<file path="config.mk">
export PLATFORM = sky130hd
export DESIGN_NAME = uart_tx_param
export DESIGN_NICKNAME = d
export VERILOG_FILES = /design/src/rtl/uart_pkg.sv /design/src/rtl/uart_sync_fifo.sv /design/src/rtl/uart_tx_param.sv
export SDC_FILE = /design/constraint.sdc
export NUM_CORES = 1
export LEC_CHECK = 0
export ABC_CLOCK_PERIOD_IN_PS = 4500
export CORE_ASPECT_RATIO = 1.75
export CORE_MARGIN = 4
export CORE_UTILIZATION = 29
export DETAILED_ROUTE_END_ITERATION = 8
export GPL_TIMING_DRIVEN = 1
export PLACE_DENSITY = 0.47
export RECOVER_POWER = 25
export SLEW_MARGIN = 40
export SYNTH_ARGS = -nofsm -noshare
export SYNTH_HDL_FRONTEND = slang
export SYNTH_SLANG_ARGS = --single-unit
</file>
<file path="constraint.sdc">
create_clock -name clk -period 4.5 [get_ports clk]
set_clock_uncertainty 0.15 [all_clocks]
set_input_delay 0.675 -clock clk [delete_from_list [all_inputs] [get_ports clk]]
set_output_delay 0.675 -clock clk [all_outputs]
set_load 0.01 [all_outputs]
</file>
<file path="src/rtl/uart_pkg.sv">
// Shared types and constants for the parametrised UART transmitter.
// The parity encoding matches the parity_mode pin; code 3 falls outside every enabled mode.
package uart_pkg;

    typedef enum logic [1:0] {
        PAR_NONE = 2'd0,
        PAR_EVEN = 2'd1,
        PAR_ODD  = 2'd2
    } parity_e;

    typedef enum logic [2:0] {
        IDLE,
        START,
        DATA,
        PARITY,
        STOP
    } state_e;

    localparam int MIN_DIV = 2;

    function automatic logic parity_enabled(input logic [1:0] mode);
        return (mode == PAR_EVEN) || (mode == PAR_ODD);
    endfunction

endpackage

</file>
<file path="src/rtl/uart_sync_fifo.sv">
// Synchronous FIFO with occupancy count; the head word is visible while not empty.
// Pushes are refused when full, even if a pop happens in the same cycle.
module uart_sync_fifo #(
    parameter int WIDTH = 8,
    parameter int DEPTH = 16
) (
    input  logic                         clk,
    input  logic                         rst,
    input  logic [WIDTH-1:0]             wr_data,
    input  logic                         push,
    input  logic                         pop,
    output logic [WIDTH-1:0]             rd_data,
    output logic [$clog2(DEPTH+1)-1:0]   count,
    output logic                         full,
    output logic                         empty
);
    localparam int PTR_W = (DEPTH > 1) ? $clog2(DEPTH) : 1;
    localparam int CNT_W = $clog2(DEPTH + 1);

    logic [WIDTH-1:0] mem [DEPTH];
    logic [PTR_W-1:0] wr_ptr_reg;
    logic [PTR_W-1:0] rd_ptr_reg;
    logic [CNT_W-1:0] count_reg;
    logic             push_ok;
    logic             pop_ok;

    assign full    = (count_reg == CNT_W'(DEPTH));
    assign empty   = (count_reg == '0);
    assign push_ok = push & ~full;
    assign pop_ok  = pop & ~empty;
    assign count   = count_reg;
    assign rd_data = mem[rd_ptr_reg];

    always_ff @(posedge clk) begin
        if (push_ok) begin
            mem[wr_ptr_reg] <= wr_data;
        end
    end

    // Power-of-two depth lets the pointers wrap by plain overflow.
    always_ff @(posedge clk) begin
        if (rst) begin
            wr_ptr_reg <= '0;
            rd_ptr_reg <= '0;
            count_reg  <= '0;
        end else begin
            if (push_ok) wr_ptr_reg <= wr_ptr_reg + 1'b1;
            if (pop_ok)  rd_ptr_reg <= rd_ptr_reg + 1'b1;
            case ({push_ok, pop_ok})
                2'b10:   count_reg <= count_reg + 1'b1;
                2'b01:   count_reg <= count_reg - 1'b1;
                default: count_reg <= count_reg;
            endcase
        end
    end

endmodule

</file>
<file path="src/rtl/uart_tx_param.sv">
// UART transmitter with input FIFO, runtime divisor, optional parity and 1/2 stop bits.
// Frame settings are captured when a frame starts, so config edits only affect later frames.
module uart_tx_param
    import uart_pkg::*;
#(
    parameter int DATA_BITS  = 8,
    parameter int FIFO_DEPTH = 16,
    parameter int DIV_W      = 16
) (
    input  logic                              clk,
    input  logic                              rst,
    input  logic [DATA_BITS-1:0]              s_data,
    input  logic                              s_valid,
    output logic                              s_ready,
    input  logic [DIV_W-1:0]                  baud_div,
    input  logic [1:0]                        parity_mode,
    input  logic                              stop2,
    output logic                              tx,
    output logic                              tx_done,
    output logic                              busy,
    output logic [$clog2(FIFO_DEPTH+1)-1:0]   fifo_count
);
    state_e                 state_reg;
    logic [DIV_W-1:0]       timer_reg;
    logic [DIV_W-1:0]       div_reg;
    logic [DATA_BITS-1:0]   shift_reg;
    logic [3:0]             bit_idx_reg;
    logic                   par_en_reg;
    logic                   par_bit_reg;
    logic                   stop2_reg;
    logic                   stop_half_reg;
    logic                   tx_reg;
    logic                   tx_done_reg;
    logic                   busy_reg;

    logic [DATA_BITS-1:0]   head_data;
    logic                   fifo_full;
    logic                   fifo_empty;
    logic                   fifo_pop;
    logic [DIV_W-1:0]       eff_div;
    logic                   bit_end;
    logic                   pre_end;
    logic                   last_stop;

    assign fifo_pop  = (state_reg == IDLE) & ~fifo_empty;
    assign eff_div   = (baud_div < DIV_W'(MIN_DIV)) ? DIV_W'(MIN_DIV) : baud_div;
    assign bit_end   = (timer_reg == div_reg - 1'b1);
    assign pre_end   = (timer_reg == div_reg - DIV_W'(2));
    assign last_stop = ~stop2_reg | stop_half_reg;

    assign s_ready = ~fifo_full;
    assign tx      = tx_reg;
    assign tx_done = tx_done_reg;
    assign busy    = busy_reg;

    uart_sync_fifo #(
        .WIDTH (DATA_BITS),
        .DEPTH (FIFO_DEPTH)
    ) u_fifo (
        .clk     (clk),
        .rst     (rst),
        .wr_data (s_data),
        .push    (s_valid),
        .pop     (fifo_pop),
        .rd_data (head_data),
        .count   (fifo_count),
        .full    (fifo_full),
        .empty   (fifo_empty)
    );

    always_ff @(posedge clk) begin
        if (rst) begin
            state_reg     <= IDLE;
            timer_reg     <= '0;
            div_reg       <= DIV_W'(MIN_DIV);
            shift_reg     <= '0;
            bit_idx_reg   <= '0;
            par_en_reg    <= 1'b0;
            par_bit_reg   <= 1'b0;
            stop2_reg     <= 1'b0;
            stop_half_reg <= 1'b0;
            tx_reg        <= 1'b1;
            tx_done_reg   <= 1'b0;
            busy_reg      <= 1'b0;
        end else begin
            tx_done_reg <= 1'b0;
            timer_reg   <= (state_reg == IDLE || bit_end) ? '0 : timer_reg + 1'b1;
            case (state_reg)
                IDLE: begin
                    if (!fifo_empty) begin
                        state_reg     <= START;
                        tx_reg        <= 1'b0;
                        busy_reg      <= 1'b1;
                        shift_reg     <= head_data;
                        div_reg       <= eff_div;
                        par_en_reg    <= parity_enabled(parity_mode);
                        par_bit_reg   <= (^head_data) ^ (parity_mode == PAR_ODD);
                        stop2_reg     <= stop2;
                        stop_half_reg <= 1'b0;
                        bit_idx_reg   <= '0;
                    end
                end
                START: begin
                    if (bit_end) begin
                        state_reg <= DATA;
                        tx_reg    <= shift_reg[0];
                    end
                end
                DATA: begin
                    if (bit_end) begin
                        if (bit_idx_reg == 4'(DATA_BITS - 1)) begin
                            state_reg <= par_en_reg ? PARITY : STOP;
                            tx_reg    <= par_en_reg ? par_bit_reg : 1'b1;
                        end else begin
                            bit_idx_reg <= bit_idx_reg + 1'b1;
                            shift_reg   <= shift_reg >> 1;
                            tx_reg      <= shift_reg[1];
                        end
                    end
                end
                PARITY: begin
                    if (bit_end) begin
                        state_reg <= STOP;
                        tx_reg    <= 1'b1;
                    end
                end
                STOP: begin
                    // Raised one edge early so the pulse lands in the frame's final clock.
                    if (last_stop && pre_end) begin
                        tx_done_reg <= 1'b1;
                    end
                    if (bit_end) begin
                        if (last_stop) begin
                            state_reg <= IDLE;
                            busy_reg  <= 1'b0;
                        end else begin
                            stop_half_reg <= 1'b1;
                        end
                    end
                end
                default: begin
                    state_reg <= IDLE;
                    tx_reg    <= 1'b1;
                    busy_reg  <= 1'b0;
                end
            endcase
        end
    end

endmodule
</file>
==> impl_metrics.env <==
export IMPL_outcome="finished, final reports clean"
export IMPL_cap_violations=0
export IMPL_worst_setup_path_end_kind="flip-flop"
export IMPL_syn_area_per_cell_um2=12.5
export IMPL_ys_ff_latch=199
export IMPL_required_ns=4.72
export IMPL_crit_path_cell_trace="inv_1 -> ha_1 -> nor4b_2 -> o22ai_1 -> a311oi_1 -> nand4_1 -> or4_1 -> o31a_1 -> buf_4 -> or3_1 -> a211oi_2"
export IMPL_cp_slowest_stage_delay_ns=0.51
export IMPL_ys_warn_count=0
export IMPL_synth_top_area_cell="edfxtp_1"
export IMPL_critPathArrivalTime_ns=3.84
export IMPL_setup_viol=0
export IMPL_cts_setup_buffers=0
export IMPL_power_mw=6.05
export IMPL_fmax_ghz=0.276
export IMPL_io_pins=39
export IMPL_largest_reg_flops=128
export IMPL_grt_max_degree=44
export IMPL_overflow=0
export IMPL_start_util=0.295
export IMPL_antenna_found_initial=0
export IMPL_die_area_mm2=0.0338
export IMPL_cts_sinks=199
export IMPL_p_seq_frac=0.390
export IMPL_num_antenna_cells=0
export IMPL_power_leakage_nw=3.43
export IMPL_powerDensity_mw_per_mm2=582
export IMPL_hpwl_um=15100
export IMPL_ctsHoldBuffers=0
export IMPL_min_period_over_period=0.805
export IMPL_ir_drop_mv=0.305
export IMPL_layout_common_cells="edfxtp_1 (128), dfxtp_1 (70), nand2_1 (69)"
export IMPL_p_sw_mw=2.05
export IMPL_first_global_vias=5731
export IMPL_switching_share=0.339
export IMPL_via_per_inst=4.81
export IMPL_relSlewSlack=0.500
export IMPL_start_kind="flip-flop"
export IMPL_vias=5482
export IMPL_rsz0062_at_grt="no"
export IMPL_gp_congestion=0.863
export IMPL_ant_nets=0
export IMPL_p_int_mw=4.00
export IMPL_syn2layout_area_growth_pct=16.4
export IMPL_cts_tree="yes"
export IMPL_clock_latency_ns=0.45
export IMPL_syn_cell_area_mm2=0.00893
export IMPL_final_util=0.343
export IMPL_clk_pin_slew_worst_paths_ns=0.07
export IMPL_cts_max_path_buffers=2
export IMPL_drtIter0Drc=297
export IMPL_path_class="flip-flop to flip-flop"
export IMPL_finalHoldViolCount=0
export IMPL_die_x_um=141
export IMPL_drive_gt1_frac=0.141
export IMPL_place_ws_ns=0.878
export IMPL_synthCells=713
export IMPL_coreArea_mm2=0.0303
export IMPL_wire_per_inst_um=18.4
export IMPL_yosysTopAreaCellShare=0.430
export IMPL_cts_buffers=17
export IMPL_grt_pass1_wl_um=32800
export IMPL_p_clk_frac=0.264
export IMPL_layout_nets=784
export IMPL_cts_root_buf="clkbuf_16"
export IMPL_io_buffer_count=38
export IMPL_final_common_cell="edfxtp_1"
export IMPL_ys_flop_type="edfxtp_1"
export IMPL_synth_edf_count=128
export IMPL_syn_nets=758
export IMPL_ys_seq_area_frac=0.590
export IMPL_die_y_um=240
export IMPL_drc=0
export IMPL_path_max_fanout=13
export IMPL_finalMaxSlewViolations=0
export IMPL_async_reset_ff_frac=0
export IMPL_fin_ws_ns=0.877
export IMPL_wl_um=21000
export IMPL_tightest_slew_ns=0.748
export IMPL_h_tree_depth=4
export IMPL_dr_pass1_iters=4
export IMPL_fin_crit_ns=3.62
export IMPL_rows=84
export IMPL_tns_ns=0
export IMPL_hold_class="flip-flop to flip-flop"
export IMPL_comb_power_share=0.346
export IMPL_slowest_stage="or4_1"
export IMPL_synthTopCellsByArea="edfxtp_1 (43%), dfxtp_1 (16%), mux4_2 (9.1%), nor2_1 (3.2%), xnor2_1 (3.0%)"
export IMPL_timing_hold_ws_ns=0.302
export IMPL_ys_types=56
export IMPL_cts_resized=0
export IMPL_grtUsageTotal=0.129
[layout make-up]
cell class | count | area [um^2]
fill | 3001 | 19900
tap | 387 | 484
inverter | 19 | 71.3
clock buffer | 21 | 460
clock inverter | 11 | 149
sequential | 199 | 5270
timing repair buffer | 49 | 470
multi-input combinational | 453 | 3490
[power groups by stage]
stage / Combinational (mW) / Clock (mW) / Sequential (mW)
3_3_place_gp: 2.14 / 0 / 2.41
5_1_grt: 2.35 / 1.71 / 2.40
4_1_cts: 2.15 / 1.64 / 2.37
3_5_place_dp: 2.14 / 0 / 2.41
6_report: 2.09 / 1.59 / 2.36
2_1_floorplan: 1.66 / 0 / 2.26
[kinds of logic after synthesis]
family / after synthesis / share of synthesized area
simple gates: 238 / 0.127
buf+inv: 61 / 0.0276
xor+xnor: 61 / 0.0614
flops: 199 / 0.590
compound gates: 84 / 0.0594
mux: 55 / 0.113
fa+ha+maj: 15 / 0.0219
[metal layers]
| metal | up-vias | share of wire | global-route usage |
|---|---|---|---|
| met4 | 0 | 0.027 | 0.0476 |
| met2 | 74 | 0.58 | 0.251 |
| met1 | 2708 | 0.37 | 0.134 |
| met5 | - | 0 | 0 |
| met3 | 34 | 0.023 | 0.0265 |
| li1 | 2666 | - | - |
[through the flow]
stage	cells	cell area, um^2
floorplan	713	8930
global placement	1107	9740
detailed placement	1107	9780
CTS	1139	10400
global route	1139	10400
finish	1139	10400
[worst max-delay path, delay by kind of cell (launching register included)]
family / cells / cell delay, ns
fa+ha+maj: 1 / 0.22
buf+inv: 2 / 0.28
compound gates: 4 / 0.98
simple gates: 4 / 1.53
flops: 1 / 0.38
[synth_stat cells, types with 4 or more instances]
cell type  count
dfxtp_1       71
edfxtp_1     128
nor2b_1        6
nand4_1       10
nor2_1        76
nand2_1       69
buf_2          5
mux2_2         8
nand2b_1       5
ha_1          14
clkbuf_1      30
mux4_2        36
a31oi_1        4
xor2_1        29
nor4_1         9
o21ai_0       10
xnor2_1       31
a21oi_1       33
buf_1          5
or3_1          4
mux2i_1       10
o22ai_1        4
and2_1         5
a22oi_1        9
and3_1         5
inv_1         19
nor3_1        19
nand3_1       17
[final timing paths]
check,from,endpoint,slack (ns),cells past startpoint
min,par_bit_reg,par_bit_reg,0.30,2
max,div_reg[2],bit_idx_reg[3],0.88,11
min reg2reg,par_bit_reg,par_bit_reg,0.30,2
max reg2reg,div_reg[2],bit_idx_reg[3],0.88,11
No activity file was read; power rests on OpenSTA's default activity.
